[src/rtl/card_pkg.sv]
// Shared card definitions for the hand sorter slice.
// Holds card field widths, suit codes, rank constants, the sorter FSM
// state type and small helpers for pulling apart a {suit, rank} card.
package card_pkg;

  localparam int CARD_W = 6;
  localparam int RANK_W = 4;
  localparam int SUIT_W = 2;

  localparam logic [SUIT_W-1:0] SUIT_C = 2'b00;
  localparam logic [SUIT_W-1:0] SUIT_H = 2'b01;
  localparam logic [SUIT_W-1:0] SUIT_S = 2'b10;
  localparam logic [SUIT_W-1:0] SUIT_D = 2'b11;

  localparam logic [RANK_W-1:0] RANK_TWO   = 4'd2;
  localparam logic [RANK_W-1:0] RANK_THREE = 4'd3;
  localparam logic [RANK_W-1:0] RANK_FOUR  = 4'd4;
  localparam logic [RANK_W-1:0] RANK_FIVE  = 4'd5;
  localparam logic [RANK_W-1:0] RANK_SIX   = 4'd6;
  localparam logic [RANK_W-1:0] RANK_SEVEN = 4'd7;
  localparam logic [RANK_W-1:0] RANK_EIGHT = 4'd8;
  localparam logic [RANK_W-1:0] RANK_NINE  = 4'd9;
  localparam logic [RANK_W-1:0] RANK_TEN   = 4'd10;
  localparam logic [RANK_W-1:0] RANK_J     = 4'd11;
  localparam logic [RANK_W-1:0] RANK_Q     = 4'd12;
  localparam logic [RANK_W-1:0] RANK_K     = 4'd13;
  localparam logic [RANK_W-1:0] RANK_A     = 4'd14;

  localparam logic [RANK_W-1:0] RANK_MIN = RANK_TWO;
  localparam logic [RANK_W-1:0] RANK_MAX = RANK_A;

  typedef enum logic {
    COLLECT = 1'b0,
    HOLD    = 1'b1
  } state_e;

  // Rank field of a card; ordering uses this alone, never the suit.
  function automatic logic [RANK_W-1:0] card_rank(input logic [CARD_W-1:0] card);
    return card[RANK_W-1:0];
  endfunction

  // True when a raw rank lies outside 2..14.
  function automatic logic rank_illegal(input logic [RANK_W-1:0] rank);
    return (rank < RANK_MIN) || (rank > RANK_MAX);
  endfunction

endpackage

[src/rtl/hand_sorter_if.sv]
// Card-in / hand-out handshake bundle for hand_sorter.
// Signals: clear (sync abort), in_valid/in_card/in_ready (card input),
// out_valid/out_ready/out_hand/out_err/out_dup (sorted hand output).
// slave = the sorter, master = the producer/consumer driving it.
interface hand_sorter_if
  import card_pkg::*;
#(
  parameter int NCARDS = 7
);
  logic                     clear;
  logic                     in_valid;
  logic [CARD_W-1:0]        in_card;
  logic                     in_ready;
  logic                     out_valid;
  logic                     out_ready;
  logic [CARD_W*NCARDS-1:0] out_hand;
  logic                     out_err;
  logic                     out_dup;

  modport slave (
    input  clear, in_valid, in_card, out_ready,
    output in_ready, out_valid, out_hand, out_err, out_dup
  );

  modport master (
    output clear, in_valid, in_card, out_ready,
    input  in_ready, out_valid, out_hand, out_err, out_dup
  );
endinterface

[src/rtl/sort_insert.sv]
// Combinational single-card insertion into a descending-rank slot list.
// Ports: slots (current slots, index 0 = highest), count (occupied slots),
// card (new card) -> next_slots (list with card inserted), dup (card
// exactly matches an occupied slot).
module sort_insert
  import card_pkg::*;
#(
  parameter int NCARDS = 7,
  parameter int CNT_W  = $clog2(NCARDS + 1)
) (
  input  logic [NCARDS-1:0][CARD_W-1:0] slots,
  input  logic [CNT_W-1:0]              count,
  input  logic [CARD_W-1:0]             card,
  output logic [NCARDS-1:0][CARD_W-1:0] next_slots,
  output logic                          dup
);

  logic [CNT_W-1:0]              pos_s;
  logic [NCARDS-1:0][CARD_W-1:0] shifted_s;

  // Every slot moved down by one; used for slots below the insert point.
  assign shifted_s = {slots[NCARDS-2:0], {CARD_W{1'b0}}};

  // Insert position = occupied slots ranking >= new card (keeps ties in
  // arrival order); duplicate check against occupied slots only.
  always_comb begin
    pos_s = {CNT_W{1'b0}};
    dup   = 1'b0;
    for (int i = 0; i < NCARDS; i++) begin
      if (CNT_W'(i) < count) begin
        if (card_rank(slots[i]) >= card_rank(card)) begin
          pos_s = pos_s + CNT_W'(1);
        end else begin
          pos_s = pos_s;
        end
        if (slots[i] == card) begin
          dup = 1'b1;
        end else begin
          dup = dup;
        end
      end else begin
        pos_s = pos_s;
      end
    end
  end

  // Build the new slot list around the insert position.
  always_comb begin
    next_slots = slots;
    for (int i = 0; i < NCARDS; i++) begin
      if (CNT_W'(i) < pos_s) begin
        next_slots[i] = slots[i];
      end else if (CNT_W'(i) == pos_s) begin
        next_slots[i] = card;
      end else begin
        next_slots[i] = shifted_s[i];
      end
    end
  end

endmodule

[src/rtl/hand_sorter.sv]
// Serial card collector / sorter feeding the hand evaluator.
// Ports: clk, rst (async active-high), bus (hand_sorter_if.slave):
// accepts one card per in_valid cycle while collecting, keeps the cards
// sorted by descending rank, then holds the full hand on out_hand
// (slot0 in the top 6 bits) with out_valid until out_ready.
// out_err / out_dup are sticky flags for illegal ranks and duplicates.
module hand_sorter
  import card_pkg::*;
#(
  parameter int NCARDS = 7
) (
  input  logic          clk,
  input  logic          rst,
  hand_sorter_if.slave  bus
);

  localparam int               CNT_W = $clog2(NCARDS + 1);
  localparam logic [CNT_W-1:0] FULL  = CNT_W'(NCARDS);

  state_e                        state_r, state_s;
  logic [CNT_W-1:0]              count_r, count_s;
  logic [NCARDS-1:0][CARD_W-1:0] slots_r, slots_s;
  logic                          err_r, err_s;
  logic                          dup_r, dup_s;

  logic [NCARDS-1:0][CARD_W-1:0] ins_slots_s;
  logic                          ins_dup_s;
  logic [CNT_W-1:0]              count_inc_s;
  logic [CARD_W*NCARDS-1:0]      out_hand_s;

  sort_insert #(
    .NCARDS (NCARDS),
    .CNT_W  (CNT_W)
  ) u_sort_insert (
    .slots      (slots_r),
    .count      (count_r),
    .card       (bus.in_card),
    .next_slots (ins_slots_s),
    .dup        (ins_dup_s)
  );

  assign count_inc_s = count_r + CNT_W'(1);

  // Next-state logic: collect cards, hold the hand, clear wins over all.
  always_comb begin
    state_s = state_r;
    count_s = count_r;
    slots_s = slots_r;
    err_s   = err_r;
    dup_s   = dup_r;
    case (state_r)
      COLLECT: begin
        if (bus.in_valid) begin
          slots_s = ins_slots_s;
          count_s = count_inc_s;
          err_s   = err_r | rank_illegal(card_rank(bus.in_card));
          dup_s   = dup_r | ins_dup_s;
          if (count_inc_s == FULL) begin
            state_s = HOLD;
          end else begin
            state_s = COLLECT;
          end
        end else begin
          state_s = COLLECT;
        end
      end
      HOLD: begin
        if (bus.out_ready) begin
          state_s = COLLECT;
          count_s = {CNT_W{1'b0}};
          slots_s = '0;
          err_s   = 1'b0;
          dup_s   = 1'b0;
        end else begin
          state_s = HOLD;
        end
      end
      default: begin
        state_s = COLLECT;
        count_s = {CNT_W{1'b0}};
        slots_s = '0;
        err_s   = 1'b0;
        dup_s   = 1'b0;
      end
    endcase
    if (bus.clear) begin
      state_s = COLLECT;
      count_s = {CNT_W{1'b0}};
      slots_s = '0;
      err_s   = 1'b0;
      dup_s   = 1'b0;
    end else begin
      state_s = state_s;
    end
  end

  // State, count, slot and flag registers.
  always_ff @(posedge clk or posedge rst) begin
    if (rst) begin
      state_r <= COLLECT;
      count_r <= {CNT_W{1'b0}};
      slots_r <= '0;
      err_r   <= 1'b0;
      dup_r   <= 1'b0;
    end else begin
      state_r <= state_s;
      count_r <= count_s;
      slots_r <= slots_s;
      err_r   <= err_s;
      dup_r   <= dup_s;
    end
  end

  // Flatten slots so slot0 lands in the most significant card position.
  always_comb begin
    out_hand_s = '0;
    for (int i = 0; i < NCARDS; i++) begin
      out_hand_s[CARD_W*(NCARDS-1-i) +: CARD_W] = slots_r[i];
    end
  end

  assign bus.in_ready  = (state_r == COLLECT);
  assign bus.out_valid = (state_r == HOLD);
  assign bus.out_hand  = out_hand_s;
  assign bus.out_err   = err_r;
  assign bus.out_dup   = dup_r;

endmodule
[src/flat_wrapper.sv]
// flat-port wrapper written by rule: the top's interface ports become plain ports
module hand_sorter_flat import card_pkg::*;
#(
  parameter int NCARDS = 7
)
  (clk, rst, bus_clear, bus_in_valid, bus_in_card, bus_out_ready, bus_in_ready, bus_out_valid, bus_out_hand, bus_out_err, bus_out_dup);
  hand_sorter_if #(.NCARDS(NCARDS)) bus_i ();
  input  logic clk;
  input  logic rst;
  input wire logic [$bits(bus_i.clear)-1:0] bus_clear;
  input wire logic [$bits(bus_i.in_valid)-1:0] bus_in_valid;
  input wire logic [$bits(bus_i.in_card)-1:0] bus_in_card;
  input wire logic [$bits(bus_i.out_ready)-1:0] bus_out_ready;
  output wire logic [$bits(bus_i.in_ready)-1:0] bus_in_ready;
  output wire logic [$bits(bus_i.out_valid)-1:0] bus_out_valid;
  output wire logic [$bits(bus_i.out_hand)-1:0] bus_out_hand;
  output wire logic [$bits(bus_i.out_err)-1:0] bus_out_err;
  output wire logic [$bits(bus_i.out_dup)-1:0] bus_out_dup;
  assign bus_i.clear = bus_clear;
  assign bus_i.in_valid = bus_in_valid;
  assign bus_i.in_card = bus_in_card;
  assign bus_i.out_ready = bus_out_ready;
  assign bus_in_ready = bus_i.in_ready;
  assign bus_out_valid = bus_i.out_valid;
  assign bus_out_hand = bus_i.out_hand;
  assign bus_out_err = bus_i.out_err;
  assign bus_out_dup = bus_i.out_dup;
  hand_sorter #(.NCARDS(NCARDS)) u_core (.clk(clk), .rst(rst), .bus(bus_i));
endmodule
[config.mk]
export PLATFORM = sky130hd
export DESIGN_NAME = hand_sorter_flat
export DESIGN_NICKNAME = d
export VERILOG_FILES = /design/src/rtl/card_pkg.sv /design/src/rtl/hand_sorter_if.sv /design/src/rtl/sort_insert.sv /design/src/rtl/hand_sorter.sv /design/src/flat_wrapper.sv
export SDC_FILE = /design/constraint.sdc
export NUM_CORES = 1
export LEC_CHECK = 0
export ABC_AREA = 1
export CORE_MARGIN = 3
export CORE_UTILIZATION = 35
export CTS_CLUSTER_SIZE = 14
export DETAILED_ROUTE_END_ITERATION = 8
export MAX_ROUTING_LAYER = met4
export RECOVER_POWER = 50
export SLEW_MARGIN = 10
export SYNTH_ARGS = -nofsm -noshare
export SYNTH_HDL_FRONTEND = slang
export SYNTH_HIERARCHICAL = 1
export SYNTH_SLANG_ARGS = --single-unit
[constraint.sdc]
create_clock -name clk -period 5.75 [get_ports clk]
set_input_delay 1.15 -clock clk [delete_from_list [all_inputs] [get_ports clk]]
set_output_delay 1.15 -clock clk [all_outputs]
set_load 0.02 [all_outputs]
==> metrics.md <==
| Metric | Value |
|---|---|
| Die Y-Extent | `119 um` |
| Final estimated routing congestion in global placement | `0.896` |
| Type of origin of the critical path | `primary input` |
| Fraction of the yosys area taken by sequential cells | `0.270` |
| Via Count | `4915` |
| Data arrival time of the worst path | `5.75 ns` |
| Highest-count cells in the layout ignoring fill and taps | `sky130_fd_sc_hd__nand2_1 (228), sky130_fd_sc_hd__nand3_1 (159), sky130_fd_sc_hd__inv_1 (59), sky130_fd_sc_hd__dfrtp_1 (48), sky130_fd_sc_hd__buf_4 (44)` |
| Clock latency on the worst-skew pair | `0.30 ns` |
| Std-Cell Rows | `40` |
| Sum of internal, switching and leakage power | `0.891 mW` |
| Post-route worst hold slack | `0.521 ns` |
| Number of hold-repair buffers added at the cts stage | `0` |
| Number of antenna violations at the first check in global routing | `0` |
| Leakage | `3.11 nW` |
| Most frequent CP cell | `sky130_fd_sc_hd__nand2_1` |
| H-tree depth | `2` |
| Fraction of layout cells with a size suffix above 1 | `0.173` |
| Initial core utilization | `0.364` |
| Average detailed-routed wire length per instance | `16.1 um` |
| Maximum buffer depth of the clock tree | `2` |
| Mapped Cells | `675` |
| Maximum net fanout on the critical path | `6` |
| Final hold violation count | `0` |
| Util after Layout | `0.474` |
| Vias per Instance | `5.27` |
| Crit path kind | `in2reg` |
| WP buf/inv | `9` |
| Sequential cell area | `0.00120 sq mm` |
| Global-route wire length before repair | `24100 um` |
| Final antenna diode count | `0` |
| Cell type of the slowest stage on the worst timing path | `sky130_fd_sc_hd__ha_1` |
| Total Routing Usage GR | `0.216` |
| Main flop type after synthesis | `sky130_fd_sc_hd__dfrtp_1` |
| Max IR drop VDD | `0.0980 mV` |
| Most common cell after layout, fill and taps aside | `sky130_fd_sc_hd__nand2_1` |
| Min Tclk post-route | `5.51 ns` |
| Remaining antenna violation count after routing | `0` |
| Total count of max-transition violations in the final report | `49` |
| Relative slew slack | `-0.324` |
| Average footprint of a synthesized cell | `6.59 sq um` |
| Number of fillers in the final layout | `1239` |
| Cell area after synthesis | `0.00445 sq mm` |
| Initial DRC Count | `377` |
| Number of synthesized flops with an enable pin | `0` |
| Largest stage delay on the critical path | `0.31 ns` |
| Net count after synthesis | `722` |
| Kind of cell adding the most delay to the critical path | `simple AND/OR/NAND/NOR gates` |
| Share of the clock period used by the worst path | `0.958` |
| CTS Root Cell | `sky130_fd_sc_hd__clkbuf_16` |
| TritonCTS clock tree | `yes` |
| Outcome | `complete, but fails checks` |
| Routed WL | `15000 um` |
| Num Clock Sinks | `48` |
| Violated checks | `capacitance limit, slew limit` |
| Number of clock buffers inserted by TritonCTS | `5` |
| Total die area | `0.0141 sq mm` |
| Pin count of the biggest net entering global routing | `49` |
| Power density over the cells | `154 mW/mm^2` |
| Clock-pin slew on the worst setup and hold paths | `0.07 ns` |
| Yosys warnings | `6` |
| Total gr overflow | `0` |
| Area of the core | `0.0122 sq mm` |
| Worst slew pin tran | `1.99 ns` |
| Signed area change from the synthesized netlist to the final layout | `30.2%` |
| Number of global-route vias before repair | `4692` |
| IO Port Bufs | `56` |
| Number of placed I/O pins | `57` |
| Final-report setup violation count | `0` |
| Die X | `119 um` |
| Number of unique standard cell types used by synthesis | `39` |
| DRT Pass-1 Iters | `5` |
| Max-cap check violation count | `1` |
| Fraction of synthesis flops using an asynchronous set or reset pin | `1.00` |
| Highest clock frequency the design can meet | `182 MHz` |
| Worst Hold Class | `reg2reg` |
| Data required time of the worst path | `5.99 ns` |
| Dpl hpwl | `10300 um` |
| Post-route clock skew | `0.00739 ns` |
| Drt drc | `0` |
| Seq cells post-synth | `48` |
| Area of combinational cells with multiple inputs | `0.00294 sq mm` |
| Kind of end point of the critical path | `flip-flop` |
| Total Nets Final | `810` |
[report_power, final]
part	total [mW]	internal, mW	switching, mW
logic	0.216	0.0801	0.136
clock network	0.311	0.174	0.138
registers	0.363	0.346	0.0171
[cells in the mapped netlist, types with 2 or more instances]
| master | instances | area share |
|---|---|---|
| sky130_fd_sc_hd__dfrtp_1 | 48 | 0.27 |
| sky130_fd_sc_hd__nand4_1 | 5 | 0.0070 |
| sky130_fd_sc_hd__a21oi_1 | 11 | 0.012 |
| sky130_fd_sc_hd__nor2_4 | 3 | 0.0076 |
| sky130_fd_sc_hd__a211oi_1 | 2 | 0.0034 |
| sky130_fd_sc_hd__nand2_2 | 12 | 0.017 |
| sky130_fd_sc_hd__ha_1 | 36 | 0.10 |
| sky130_fd_sc_hd__o21ai_2 | 5 | 0.0098 |
| sky130_fd_sc_hd__buf_6 | 6 | 0.015 |
| sky130_fd_sc_hd__o21ai_1 | 2 | 0.0022 |
| sky130_fd_sc_hd__inv_2 | 2 | 0.0017 |
| sky130_fd_sc_hd__clkbuf_1 | 3 | 0.0025 |
| sky130_fd_sc_hd__buf_2 | 10 | 0.011 |
| sky130_fd_sc_hd__xor2_1 | 4 | 0.0079 |
| sky130_fd_sc_hd__inv_4 | 2 | 0.0028 |
| sky130_fd_sc_hd__nor2_2 | 5 | 0.0070 |
| sky130_fd_sc_hd__or2_2 | 5 | 0.0070 |
| sky130_fd_sc_hd__nand2_4 | 2 | 0.0051 |
| sky130_fd_sc_hd__clkinv_1 | 2 | 0.0017 |
| sky130_fd_sc_hd__nand2_1 | 235 | 0.20 |
| sky130_fd_sc_hd__o21ai_0 | 6 | 0.0067 |
| sky130_fd_sc_hd__inv_1 | 64 | 0.054 |
| sky130_fd_sc_hd__nand3_2 | 3 | 0.0067 |
| sky130_fd_sc_hd__nor2_1 | 14 | 0.012 |
| sky130_fd_sc_hd__nor2_8 | 2 | 0.0090 |
| sky130_fd_sc_hd__nand3_1 | 166 | 0.19 |
| sky130_fd_sc_hd__buf_4 | 7 | 0.012 |
| sky130_fd_sc_hd__o211ai_1 | 2 | 0.0034 |
[flip-flops by register name, summed over array words and instances (netlist names)]
name and count:
u_core/bus.out_hand 42, u_core/bus.out_err 1, u_core/bus.out_dup 1, u_core/count_r 3
u_core/bus.out_valid 1
[worst min-delay path, delay by kind of cell (launching register included)]
family,cells,cell delay [ns]
compound gates,1,0.05
buf+inv,1,0.05
flops,1,0.38
[what timing repair did]
action                                  CTS  global route
cloned                                    2             0
endpoints found under the setup margin   42            42
pin swaps                                18            27
resized for setup                        23            30
setup buffers                             4             8
endpoints found under the hold margin     0             0
[through the flow]
stage	cell area [sq um]	cells	worst slack, ns	TNS [ns]
5_1_grt	5790	932	-0.0416	-0.210
3_3_place_gp	5330	909	-0.568	-20.82
4_1_cts	5620	923	-0.00453	-0.0119
2_1_floorplan	4450	675	0.0123	0
6_report	5790	932	0.243	0
3_5_place_dp	5330	909	-0.721	-26.73
[metal layers]
layer | GRT usage | up-vias | share of wire
met5 | - | - | 0
met4 | 0.0666 | 0 | 0.021
met1 | 0.291 | 2372 | 0.46
met2 | 0.335 | 140 | 0.47
met3 | 0.0316 | 23 | 0.049
li1 | - | 2380 | -
[final timing paths]
kind	endpoint	slack (ns)	from	cells past startpoint
setup reg to reg	u_core/bus.out_hand[21]	0.75	u_core/bus.out_hand[37]	39
min in group asynchronous	u_core/bus.out_hand[13]	1.94	rst	2
setup / recovery	u_core/bus.out_hand[21]	0.24	bus_in_card[1]	41
hold / removal	u_core/bus.out_dup	0.52	u_core/bus.out_dup	2
hold reg to reg	u_core/bus.out_dup	0.52	u_core/bus.out_dup	2
max in group asynchronous	u_core/bus.out_hand[20]	2.64	rst	2
[layout make-up]
type,count,area share
clock buffer,7,0.0246
clock inverter,1,0.00130
inverter,72,0.0499
multi-input combinational,529,0.507
sequential,48,0.207
tap,168,0.0363
timing repair buffer,107,0.174
[cell families (layout without fill, tap and decap cells)]
kind of cell / after synthesis / after routing / share of synthesized area
flops: 48 / 48 / 0.270
xor+xnor: 5 / 5 / 0.00984
buf+inv: 99 / 187 / 0.105
fa+ha+maj: 36 / 36 / 0.101
simple gates: 454 / 455 / 0.466
compound gates: 33 / 33 / 0.0486
No activity file was read; power rests on OpenSTA's default activity.
